$ cat src/rtl/cpu_pkg.sv
// Shared CPU definitions: word width, halt opcode default and fetch-state encoding.
package cpu_pkg;
    localparam int         WORD_W          = 16;
    localparam logic [3:0] HALT_OP_DEFAULT = 4'hF;

    typedef enum logic [1:0] {
        FETCH,
        DRAIN,
        HALTED
    } fetch_state_e;
endpackage

$ cat src/rtl/instr_fifo.sv
// Circular instruction queue. Flush clears all entries; pushes when full and pops when empty are ignored.
module instr_fifo #(
    parameter int DEPTH = 4,
    parameter int WIDTH = 32
) (
    input  logic                     clk,
    input  logic                     rst_n,
    input  logic                     push_i,
    input  logic                     pop_i,
    input  logic                     flush_i,
    input  logic [WIDTH-1:0]         wdata_i,
    output logic [$clog2(DEPTH):0]   count_o,
    output logic [WIDTH-1:0]         head_o
);
    localparam int PTR_W = $clog2(DEPTH);
    localparam int CNT_W = PTR_W + 1;

    logic [WIDTH-1:0] mem_q [DEPTH];
    logic [PTR_W-1:0] rd_ptr_q, wr_ptr_q;
    logic [CNT_W-1:0] count_q;
    logic             do_push, do_pop;

    assign do_push = push_i && !flush_i && (count_q != CNT_W'(DEPTH));
    assign do_pop  = pop_i  && !flush_i && (count_q != '0);

    // NOTE: storage has no reset; the count alone decides which entries are live.
    always_ff @(posedge clk) begin
        if (do_push) begin
            mem_q[wr_ptr_q] <= wdata_i;
        end
    end

    // NOTE: sequential state uses non-blocking assignments so every flop samples pre-edge values.
    always_ff @(posedge clk or negedge rst_n) begin
        if (!rst_n) begin
            rd_ptr_q <= '0;
            wr_ptr_q <= '0;
            count_q  <= '0;
        end else if (flush_i) begin
            rd_ptr_q <= '0;
            wr_ptr_q <= '0;
            count_q  <= '0;
        end else begin
            if (do_push) wr_ptr_q <= wr_ptr_q + 1'b1;
            if (do_pop)  rd_ptr_q <= rd_ptr_q + 1'b1;
            count_q <= count_q + CNT_W'(do_push) - CNT_W'(do_pop);
        end
    end

    assign count_o = count_q;
    assign head_o  = mem_q[rd_ptr_q];
endmodule

$ cat src/rtl/fetch_buffer.sv
// Instruction fetch front end: sequential PC, prefetch queue, redirect flush and halt sequencing.
module fetch_buffer
    import cpu_pkg::*;
#(
    parameter int         DEPTH   = 4,
    parameter logic [3:0] HALT_OP = HALT_OP_DEFAULT
) (
    input  logic              clk,
    input  logic              rst_n,
    output logic              imem_req,
    output logic [WORD_W-1:0] imem_addr,
    input  logic              imem_ack,
    input  logic [WORD_W-1:0] imem_rdata,
    input  logic              redirect,
    input  logic [WORD_W-1:0] redirect_pc,
    input  logic              id_ready,
    output logic              instr_valid,
    output logic [WORD_W-1:0] instr,
    output logic [WORD_W-1:0] instr_pc,
    output logic              hlt
);
    localparam int CNT_W = $clog2(DEPTH) + 1;

    fetch_state_e        state_q, state_d;
    logic [WORD_W-1:0]   fetch_pc_q, fetch_pc_d;
    logic [CNT_W-1:0]    count;
    logic [2*WORD_W-1:0] head;
    logic                live, flush, req_raw, push, pop, head_is_halt;

    assign live    = (state_q != HALTED);
    assign flush   = redirect && live;
    assign req_raw = (state_q == FETCH) && (count < CNT_W'(DEPTH)) && !redirect;
    assign push    = req_raw && imem_ack;
    assign pop     = instr_valid && id_ready && live && !redirect;

    // Output gated by reset so no request leaks out while the flops are held.
    assign imem_req  = req_raw && rst_n;
    assign imem_addr = fetch_pc_q;

    assign instr_valid  = (count != '0);
    assign instr        = head[2*WORD_W-1:WORD_W];
    assign instr_pc     = head[WORD_W-1:0];
    assign head_is_halt = (instr[WORD_W-1 -: 4] == HALT_OP);
    assign hlt          = (state_q == HALTED);

    instr_fifo #(
        .DEPTH (DEPTH),
        .WIDTH (2 * WORD_W)
    ) u_fifo (
        .clk     (clk),
        .rst_n   (rst_n),
        .push_i  (push),
        .pop_i   (pop),
        .flush_i (flush),
        .wdata_i ({imem_rdata, fetch_pc_q + WORD_W'(1)}),
        .count_o (count),
        .head_o  (head)
    );

    // NOTE: defaults first so every path assigns every output and no latch is inferred.
    always_comb begin
        state_d    = state_q;
        fetch_pc_d = fetch_pc_q;
        if (flush) begin
            state_d    = FETCH;
            fetch_pc_d = redirect_pc;
        end else begin
            if (push) fetch_pc_d = fetch_pc_q + WORD_W'(1);
            case (state_q)
                FETCH:   if (push && imem_rdata[WORD_W-1 -: 4] == HALT_OP) state_d = DRAIN;
                DRAIN:   if (pop && head_is_halt) state_d = HALTED;
                default: state_d = state_q;
            endcase
        end
    end

    always_ff @(posedge clk or negedge rst_n) begin
        if (!rst_n) begin
            state_q    <= FETCH;
            fetch_pc_q <= '0;
        end else begin
            state_q    <= state_d;
            fetch_pc_q <= fetch_pc_d;
        end
    end
endmodule

$ cat config.mk
export PLATFORM = sky130hd
export DESIGN_NAME = fetch_buffer
export DESIGN_NICKNAME = d
export VERILOG_FILES = /design/src/rtl/cpu_pkg.sv /design/src/rtl/instr_fifo.sv /design/src/rtl/fetch_buffer.sv
export SDC_FILE = /design/constraint.sdc
export NUM_CORES = 1
export LEC_CHECK = 0
export CAP_MARGIN = 15
export CORE_ASPECT_RATIO = 1.1
export CORE_MARGIN = 2
export CORE_UTILIZATION = 35
export CTS_BUF_LIST = sky130_fd_sc_hd__clkbuf_16
export DETAILED_ROUTE_END_ITERATION = 10
export SETUP_SLACK_MARGIN = 0.2
export SYNTH_ARGS = -nofsm -noshare
export SYNTH_HDL_FRONTEND = slang
export SYNTH_SLANG_ARGS = --single-unit
$ cat constraint.sdc
create_clock -name clk -period 3.7 [get_ports clk]
set_input_delay 0.74 -clock clk [delete_from_list [all_inputs] [get_ports clk]]
set_output_delay 0.74 -clock clk [all_outputs]
set_load 0.02 [all_outputs]
==> impl_metrics.py <==
metrics = {
    "hold_path": {
        "hp-class": "flop to flop",
        "hold_end": "u_fifo.wr_ptr_q[1]",
        "min_path_cells": 2,
        "worstHoldStart": "u_fifo.wr_ptr_q[1]",
    },
    "yosys": {
        "synthCells": 347,
        "synth_area_leaders": "edfxtp_1 (61%), mux4_2 (11%), dfrtp_1 (10%), xnor2_1 (1.5%), ha_1 (1.4%)",
        "yosys.cell_types.count": 46,
        "synth-main-ff-cell": "edfxtp_1",
        "ys_ff_latch": 153,
        "ys_seq_area_share_pct": 71.2,
        "netlist_area_um2": 6270,
        "avgSynthCellArea_um2": 18.1,
        "yosysWarnings": 0,
        "synth-async-reset-ratio_pct": 16.3,
        "synth_edf_count": 128,
        "synthesis.nets": 392,
        "synth_top_area_cell": "edfxtp_1",
        "synth_top_area_share_pct": 61.3,
    },
    "cts": {
        "cts.sinks": 153,
        "clk_pin_slew_ns": 0.06,
        "cts-root-buf": "clkbuf_16",
        "cts_buffer_depth": 2,
        "numCtsBuffers": 17,
        "ctsHoldBuffers": 0,
        "htreeDepth": 4,
        "clock_latency_ns": 0.41,
        "post_cts_buffers": 0,
        "cts_tree": "built",
        "cts_resized": 0,
    },
    "sta": {
        "setup_violations": 0,
        "hold_violations": 0,
        "fin_skew_ns": 0.0115,
        "fin_crit_sh_pct": 87.7,
        "holdWs_ns": 0.589,
        "tns_ns": 0,
        "layout_setup_ws_ns": 0.455,
        "slew_headroom_pct": 47.9,
        "slew_viol_final": 0,
        "fin_crit_ns": 3.25,
        "worst_slew_pin_slew_ns": 0.781,
        "rsz0062_at_grt": "false",
        "clock.fmax_mhz": 308,
    },
    "placement": {
        "dp_hpwl_um": 8950,
        "preCtsSetupSlack_ns": 0.499,
        "place_congestion": 0.757,
        "numPortBuffers": 87,
    },
    "route": {
        "drc": 0,
        "finalWirelength_um": 13500,
        "via_per_inst": 5.01,
        "vias": 3510,
        "ant_nets": 0,
        "dr.first_iter.drc_count": 280,
        "wl_per_cell_um": 19.3,
        "first_pass_iters": 4,
    },
    "floorplan": {
        "rows": 51,
        "dieArea_um2": 19000,
        "initial_utilization_pct": 35.6,
        "io_pins": 88,
        "core_um2": 17600,
        "fp.dieH_um": 144,
        "die_x_um": 132,
    },
    "critical_path": {
        "crit_type": "flop to output port",
        "r2r_end": "u_fifo.count_o[2]",
        "critical_path.reg2reg.startpoint": "u_fifo.count_o[1]",
        "r2r_cells": 10,
        "arrival_ns": 2.51,
        "endpoint_kind": "output port",
        "crit_path_cell_trace": "buf_12 > mux4_2 > clkdlybuf4s50_1",
        "cp_max_fo": 23,
        "critPathMaxStageDelay_ns": 0.64,
        "ff2ff_setup_slack_ns": 1.22,
        "cp.required_ns": 2.96,
        "cp-start-kind": "flop",
        "critPathSlowestCell": "dfrtp_2",
    },
    "cells_and_area": {
        "drive_gt1_share_pct": 19.0,
        "final_cell_mix": "edfxtp_1 (128), clkdlybuf4s50_1 (87), mux4_2 (32)",
        "fin_nets": 495,
        "fillCellCount": 1578,
        "area_growth_pct": 27.7,
        "antenna_cells": 0,
        "final_common_cell": "edfxtp_1",
    },
    "power": {
        "power.leakage_nw": 2.74,
        "total_power_mw": 4.59,
        "cellPowerDensity_nw_per_um2": 573,
        "peakVddDrop_uv": 276,
    },
    "outcome": {
        "status": "finished clean",
    },
    "grt": {
        "grt_pass1_wl_um": 20900,
        "grt_max_degree": 33,
        "grtUsageTotal_pct": 14.7,
        "grt_pass1_vias": 3717,
        "antenna_found_initial": 0,
        "grt_overflow": 0,
    },
    "job": {
        "drv_cap": 0,
    },
}
-- power breakdown --
group	leakage [nW]	switching, mW	internal, mW
Combinational	1.01	0.466	0.445
Sequential	1.47	0.0964	2.01
Clock	0.256	0.699	0.869
Total	2.74	1.26	3.33
-- worst max path at each step --
stage / start / to / slack (ns) / depth (start not counted)
6_report: u_fifo.rd_ptr_q[0] / instr_pc[3] / 0.45 / 3
5_1_grt: u_fifo.rd_ptr_q[0] / instr_pc[2] / 0.32 / 3
4_1_cts: u_fifo.rd_ptr_q[0] / instr_pc[2] / 0.38 / 3
3_5_place_dp: redirect / u_fifo.count_o[2] / 0.50 / 11
3_3_place_gp: redirect / u_fifo.count_o[2] / 0.59 / 11
2_1_floorplan: redirect / u_fifo.count_o[2] / 1.10 / 11
-- synthesized netlist by cell type (2+ instances only) --
| cell type | n |
|---|---|
| o211ai_1 | 2 |
| buf_2 | 12 |
| o21a_1 | 3 |
| and3_1 | 10 |
| nand4_1 | 4 |
| dfrtp_1 | 25 |
| buf_6 | 2 |
| o21ai_0 | 2 |
| clkbuf_1 | 2 |
| mux4_2 | 32 |
| nand2_1 | 12 |
| nand3_1 | 11 |
| inv_1 | 11 |
| a21oi_1 | 5 |
| a221o_1 | 3 |
| a22oi_1 | 2 |
| a32oi_1 | 2 |
| o21ai_1 | 3 |
| edfxtp_1 | 128 |
| a31oi_1 | 2 |
| and2_1 | 2 |
| xor2_1 | 8 |
| nor2_1 | 10 |
| a22o_1 | 5 |
| a21o_1 | 6 |
| nor3_1 | 5 |
| ha_1 | 7 |
| o22ai_1 | 2 |
| xnor2_1 | 11 |
| or4_1 | 2 |
-- per-layer routing --
metal	GRT usage [%]	routed length (um)	vias to the layer above	part of all wire [%]
li1	-	-	1591	-
met5	0	0	-	0
met1	18.5	5680	1821	42
met2	25.5	7020	84	52
met4	5.26	155	0	1.1
met3	3.05	657	14	4.9
-- cells by family (layout without fill, tap and decap cells) --
| kind of cell | count (synthesis) | count (layout) | synth area share [%] |
|---|---|---|---|
| fa+ha+maj | 8 | 8 | 1.72 |
| compound gates | 40 | 40 | 4.73 |
| buf+inv | 28 | 144 | 2.17 |
| xor+xnor | 19 | 19 | 2.65 |
| flops | 153 | 153 | 71.2 |
| simple gates | 67 | 67 | 6.00 |
| mux | 32 | 32 | 11.5 |
-- worst max-delay path: cells and delay by family (launching register included) --
kind | cells | cell delay [ns]
buffers and inverters | 2 | 0.86
flip-flops | 1 | 0.64
multiplexers | 1 | 0.57
-- flip-flops by register name, indices dropped and copies added, names as in the netlist --
register,count
u_fifo.rd_ptr_q,2
state_q,2
imem_addr,16
u_fifo.count_o,3
u_fifo.wr_ptr_q,2
u_fifo.mem_q,128
-- stage by stage --
step	area [um^2]	std cells	util [%]
3_3_place_gp	7470	669	42.4
2_1_floorplan	6270	347	-
6_report	8010	701	45.5
3_5_place_dp	7470	669	42.4
4_1_cts	8010	701	45.5
5_1_grt	8010	701	45.5
-- area by class of cell --
class | count | area [um^2] | share of cell area (%)
clock buffer | 17 | 425 | 5.31
clock inverter | 15 | 119 | 1.48
inverter | 12 | 46.3 | 0.578
multi-input combinational | 166 | 1670 | 20.9
sequential | 153 | 4470 | 55.8
tap | 238 | 298 | 3.72
timing repair buffer | 100 | 981 | 12.2
Power figures use the tool's default switching activity.
